`config.mk`:
```
export PLATFORM = sky130hd
export DESIGN_NAME = ez8_prog_loader
export DESIGN_NICKNAME = d
export VERILOG_FILES = /design/src/rtl/ez8_loader_pkg.sv /design/src/rtl/ez8_prog_loader.sv
export SDC_FILE = /design/constraint.sdc
export NUM_CORES = 1
export LEC_CHECK = 0
export BUFFER_PORTS_ARGS = -buffer_cell sky130_fd_sc_hd__buf_2
export CELL_PAD_IN_SITES_DETAIL_PLACEMENT = 2
export CELL_PAD_IN_SITES_GLOBAL_PLACEMENT = 2
export CORE_MARGIN = 2
export CORE_UTILIZATION = 40
export DETAILED_ROUTE_END_ITERATION = 6
export PLACE_DENSITY = 0.91
export SLEW_MARGIN = 15
export SYNTH_ARGS = -nofsm -noshare
export SYNTH_HDL_FRONTEND = slang
export SYNTH_SLANG_ARGS = --single-unit
```
`constraint.sdc`:
```
create_clock -name clk -period 8.05 [get_ports clk]
set_input_delay 0.805 -clock clk [delete_from_list [all_inputs] [get_ports clk]]
set_output_delay 0.805 -clock clk [all_outputs]
set_load 0.02 [all_outputs]
```
`src/rtl/ez8_loader_pkg.sv`:
```
// Shared constants for the EZ8 program loader: FSM state encoding, the default
// frame marker and the default program-size limit.
package ez8_loader_pkg;

  typedef logic [2:0] state_t;

  localparam state_t ST_IDLE    = 3'd0;
  localparam state_t ST_CNT_HI  = 3'd1;
  localparam state_t ST_CNT_LO  = 3'd2;
  localparam state_t ST_DATA_HI = 3'd3;
  localparam state_t ST_DATA_LO = 3'd4;
  localparam state_t ST_CSUM    = 3'd5;
  localparam state_t ST_DONE    = 3'd6;
  localparam state_t ST_ERR     = 3'd7;

  localparam logic [7:0]  DEFAULT_SYNC_BYTE = 8'hA5;
  localparam int unsigned DEFAULT_ADDR_W    = 12;
  localparam int unsigned MAX_WORDS         = 32'd1 << DEFAULT_ADDR_W;

  // Largest word count a frame may carry for a memory of the given address width.
  function automatic int unsigned words_for(input int unsigned addr_w);
    return 32'd1 << addr_w;
  endfunction

endpackage

```
`src/rtl/ez8_prog_loader.sv`:
```
// Byte-stream program loader: parses SYNC/COUNT/DATA/CSUM frames, writes each
// word to CPU instruction memory and holds the CPU in reset until a frame checks out.
module ez8_prog_loader
  import ez8_loader_pkg::*;
#(
  parameter int unsigned ADDR_W    = DEFAULT_ADDR_W,
  parameter int unsigned DATA_W    = 16,
  parameter logic [7:0]  SYNC_BYTE = DEFAULT_SYNC_BYTE
) (
  input  logic              clk,
  input  logic              reset,
  input  logic [7:0]        rx_data,
  input  logic              rx_valid,
  output logic              rx_ready,
  output logic [ADDR_W-1:0] instr_writeaddr,
  output logic [DATA_W-1:0] instr_writedata,
  output logic              instr_write_en,
  output logic              cpu_reset,
  output logic              load_done,
  output logic              load_error
);

  localparam int unsigned MAX_COUNT = words_for(ADDR_W);

  state_t              state_reg;
  logic                armed_reg;
  logic [7:0]          cnt_hi_reg;
  logic [15:0]         count_reg;
  logic [ADDR_W-1:0]   word_cnt_reg;
  logic [7:0]          data_hi_reg;
  logic [7:0]          csum_reg;

  logic                xfer;
  logic [15:0]         count_w;
  logic                count_bad;
  logic                last_word;
  logic [7:0]          csum_add;

  // armed_reg keeps rx_ready low while reset is held, rising on the first clock after.
  assign rx_ready  = armed_reg && (state_reg != ST_DONE) && (state_reg != ST_ERR);
  assign xfer      = rx_valid && rx_ready;
  assign count_w   = {cnt_hi_reg, rx_data};
  assign count_bad = (count_w == 16'd0) || (32'(count_w) > MAX_COUNT);
  assign last_word = ((32'(word_cnt_reg) + 32'd1) == 32'(count_reg));
  assign csum_add  = csum_reg + rx_data;

  always_ff @(posedge clk or posedge reset) begin
    if (reset) begin
      state_reg       <= ST_IDLE;
      armed_reg       <= 1'b0;
      cnt_hi_reg      <= '0;
      count_reg       <= '0;
      word_cnt_reg    <= '0;
      data_hi_reg     <= '0;
      csum_reg        <= '0;
      instr_writeaddr <= '0;
      instr_writedata <= '0;
      instr_write_en  <= 1'b0;
      cpu_reset       <= 1'b1;
      load_done       <= 1'b0;
      load_error      <= 1'b0;
    end else begin
      armed_reg      <= 1'b1;
      instr_write_en <= 1'b0;
      load_done      <= 1'b0;
      case (state_reg)
        ST_IDLE: begin
          if (xfer && (rx_data == SYNC_BYTE)) begin
            state_reg  <= ST_CNT_HI;
            load_error <= 1'b0;
            cpu_reset  <= 1'b1;
            csum_reg   <= '0;
          end
        end
        ST_CNT_HI: begin
          if (xfer) begin
            cnt_hi_reg <= rx_data;
            csum_reg   <= csum_add;
            state_reg  <= ST_CNT_LO;
          end
        end
        ST_CNT_LO: begin
          if (xfer) begin
            count_reg    <= count_w;
            csum_reg     <= csum_add;
            word_cnt_reg <= '0;
            if (count_bad) begin
              state_reg  <= ST_ERR;
              load_error <= 1'b1;
            end else begin
              state_reg  <= ST_DATA_HI;
            end
          end
        end
        ST_DATA_HI: begin
          if (xfer) begin
            data_hi_reg <= rx_data;
            csum_reg    <= csum_add;
            state_reg   <= ST_DATA_LO;
          end
        end
        ST_DATA_LO: begin
          if (xfer) begin
            instr_write_en  <= 1'b1;
            instr_writeaddr <= word_cnt_reg;
            instr_writedata <= DATA_W'({data_hi_reg, rx_data});
            csum_reg        <= csum_add;
            word_cnt_reg    <= word_cnt_reg + 1'b1;
            state_reg       <= last_word ? ST_CSUM : ST_DATA_HI;
          end
        end
        ST_CSUM: begin
          if (xfer) begin
            if (rx_data == csum_reg) begin
              state_reg <= ST_DONE;
              load_done <= 1'b1;
              cpu_reset <= 1'b0;
            end else begin
              state_reg  <= ST_ERR;
              load_error <= 1'b1;
            end
          end
        end
        default: state_reg <= ST_IDLE;
      endcase
    end
  end

endmodule

```
==> metrics <==
Simple-Gate Fraction of Synth Area=17.9%; Sw Ratio=37.8%; synthesized area=4290 um^2; largest family of logic cells by synthesized area=simple AND/OR/NAND/NOR gates; Syn-to-layout area delta=11.3%; drt drc=0; synth cell count leaders=105 x nand2_1, 87 x dfrtp_1, 32 x mux2_2; Clk pwr share=20.0%; vias in the first global route=3718; Synth Instances=416; post-synthesis mux area share=8.64%; Max Clock Freq=301 MHz; antenna violation net count after detailed routing=0; Slew @ Worst Pin=0.905 ns; Sw Pwr=608 uW; nets=472; CTS Buf Count=9; total wire length=12000 um; Final Max Slew Viols=0; Main synth FF type=dfrtp_1; run status=complete, no violations; Power Dens Cells=337 nW/um^2; critical-path cell list=a21boi_2 -> and3_1 -> nand2b_1 -> buf_4 -> inv_2 -> a21oi_1 -> o21ai_0 -> o31ai_1; Cell variety after synth=59; Total Routing Usage GR=23.0%; slew margin rel.=39.6%; Die Area=11600 um^2; share of power burned in combinational logic=35.1%; largest net degree at the start of global routing=62; I/O Buffers=43; Inserted Diodes=0; Clock Path Buffers=2; Gates resized, CTS repair=0; area of the multi-input gates=1940 um^2; Synth Area in Compound Gates=10.4%; Crit Path Category=reg -> reg; Worst Path Arrival=3.61 ns; Synth Area in XOR/XNOR=5.49%; top cells by area, synth=dfrtp_1 51%, nand2_1 9.2%, mux2_2 8.4%; final setup fails=0; first-pass GRT wire length=20300 um; CP max FO=43; Register Area=2200 um^2; Clock Latency Late Sink=0.37 ns; RSZ-0062 raised after global routing=no; total negative slack=0 ns; die width=108 um; Seq pwr share=44.9%; minimum clock period=3.32 ns; total number of vias=3275; total congestion overflow=0; Fin. Hold Viols=0; CTS tree=done; # Post-CTS Setup Buffers=0; fillers=1113; adder-cell area share of the yosys netlist=2.80%; FF+latch count, synth=88; startpoint types=register; FP Rows=37; Internal Power=1000 uW; sequential area share after synthesis=51.4%; DRT iter0 DRCs=117; CP peak stage delay=0.81 ns; peak supply drop=0.144 mV; Worst Hold Class=in -> async; Starting Density=41.3%; core area=10400 um^2; Layout Skew=0.0124 ns; most numerous cell in the Yosys netlist=nand2_1; P_leak=0.00231 uW; routed len/inst=20.2 um; I/O Pins=44; HPWL after DPL=8160 um; Place WS=4.65 ns; FFs w/ async S/R, synth=100%; CTS sink cnt=88; syn nets=436; initial antenna violation count=0; syn avg cell area=10.3 um^2; Final WS setup=4.73 ns; Syn. warnings=0; CP max stage cell=a21oi_1; hold buffer count at CTS=0; Clock transition at path regs=0.09 ns; CP Data Required Time=8.33 ns; Die Height=108 um; DRT Pass-1 Iters=4; placer congestion estimate=0.812; Critical Path End Type=register; Synth top area share=50.8%; fin crit share=41.3%; layout cell share with drive strength beyond 1=22.8%; Root Buffer=clkbuf_8; top cell type by total area after synthesis=dfrtp_1; H-tree depth=3; EDFF count, synth=0; Max-cap violations=0; DR vias/cell=5.52
[power by group through the flow]
stage | Combinational, uW | Sequential (uW) | Clock (uW)
global route | 625 | 743 | 351
floorplan | 388 | 716 | 0
finish | 564 | 722 | 322
global placement | 513 | 704 | 0
detailed placement | 562 | 726 | 0
CTS | 573 | 722 | 333
[metrics by stage]
step | instances | cell area (um^2) | utilization (%) | power (uW) | hold WS [ns]
final | 593 | 4770 | 46.0 | 1610 | 0.433
after global routing | 593 | 4770 | 46.0 | 1720 | 0.447
after CTS | 593 | 4770 | 46.0 | 1630 | 0.426
after detailed placement | 577 | 4570 | 44.1 | 1290 | 0.461
after global placement | 577 | 4570 | 44.1 | 1220 | 0.453
after floorplan | 416 | 4290 | - | 1100 | 0.433
[metal layers]
| layer | up-vias | part of all wire (%) | global-route usage, % |
|---|---|---|---|
| li1 | 1506 | - | - |
| met1 | 1686 | 43 | 28.5 |
| met2 | 61 | 52 | 40.2 |
| met3 | 22 | 2.8 | 4.18 |
| met4 | 0 | 2.1 | 7.88 |
| met5 | - | 0 | 0 |
[path summary, 6_finish.rpt]
path / startpoint / to / slack (ns) / cells after the start
worst min-delay path: reset / instr_writedata[13] / 0.43 / 2
worst max-delay path: state_reg[1] / word_cnt_reg[5] / 4.73 / 8
max in group asynchronous: reset / data_hi_reg[6] / 6.48 / 3
worst max register to register: state_reg[1] / word_cnt_reg[5] / 4.73 / 8
min in group clk: instr_writeaddr[3] / instr_writeaddr[3] / 0.48 / 2
worst min register to register: instr_writeaddr[3] / instr_writeaddr[3] / 0.48 / 2
[cell usage in the layout (no fill, tap or decap), types with 2 or more instances in the layout]
| master | netlist | layout |
|---|---|---|
| a21o_1 | 3 | 3 |
| a21oi_1 | 15 | 15 |
| a22o_1 | 8 | 8 |
| and4_1 | 2 | 2 |
| buf_2 | 10 | 43 |
| buf_4 | 1 | 2 |
| clkbuf_1 | 5 | 3 |
| clkbuf_8 | 2 | 11 |
| dfrtp_1 | 87 | 87 |
| ha_1 | 8 | 8 |
| inv_1 | 5 | 4 |
| mux2_2 | 32 | 32 |
| nand2_1 | 105 | 105 |
| nand2b_1 | 2 | 2 |
| nand3_1 | 8 | 8 |
| nand3_4 | 2 | 2 |
| nand4_1 | 2 | 2 |
| nor2_1 | 14 | 14 |
| nor2b_1 | 2 | 2 |
| nor3_1 | 6 | 6 |
| nor3b_1 | 3 | 3 |
| nor4_1 | 8 | 8 |
| o21a_1 | 2 | 2 |
| o21ai_0 | 22 | 22 |
| o21bai_1 | 2 | 2 |
| o31ai_1 | 4 | 4 |
| xnor2_1 | 13 | 13 |
| xor2_1 | 12 | 12 |
[logic make-up (layout without fill, tap and decap cells)]
| family | count (synthesis) | count (layout) |
|---|---|---|
| and+or+nand+nor | 164 | 164 |
| DFF | 88 | 88 |
| AOI/OAI and AO/OA | 69 | 69 |
| muxes | 33 | 33 |
| xor gates and xnor gates | 26 | 26 |
| buffers and inverters | 26 | 67 |
| adders and majority gates | 9 | 9 |
| other | 1 | 1 |
[final cells by class]
type / count / share of cell area (%)
Clock buffer: 14 / 3.41
Sequential cell: 88 / 46.2
Multi-Input combinational cell: 302 / 40.7
Timing Repair Buffer: 45 / 4.83
Clock inverter: 2 / 0.787
Tap cell: 136 / 3.57
Inverter: 6 / 0.498
[worst max-delay path, delay by kind of cell (launching register included)]
kind,cells,cell delay (ns)
buffers and inverters,2,0.79
AND/OR/NAND/NOR,2,0.40
flip-flops,1,0.65
AO/OA/AOI/OAI,4,1.33
(Power assumes the default switching activity.)
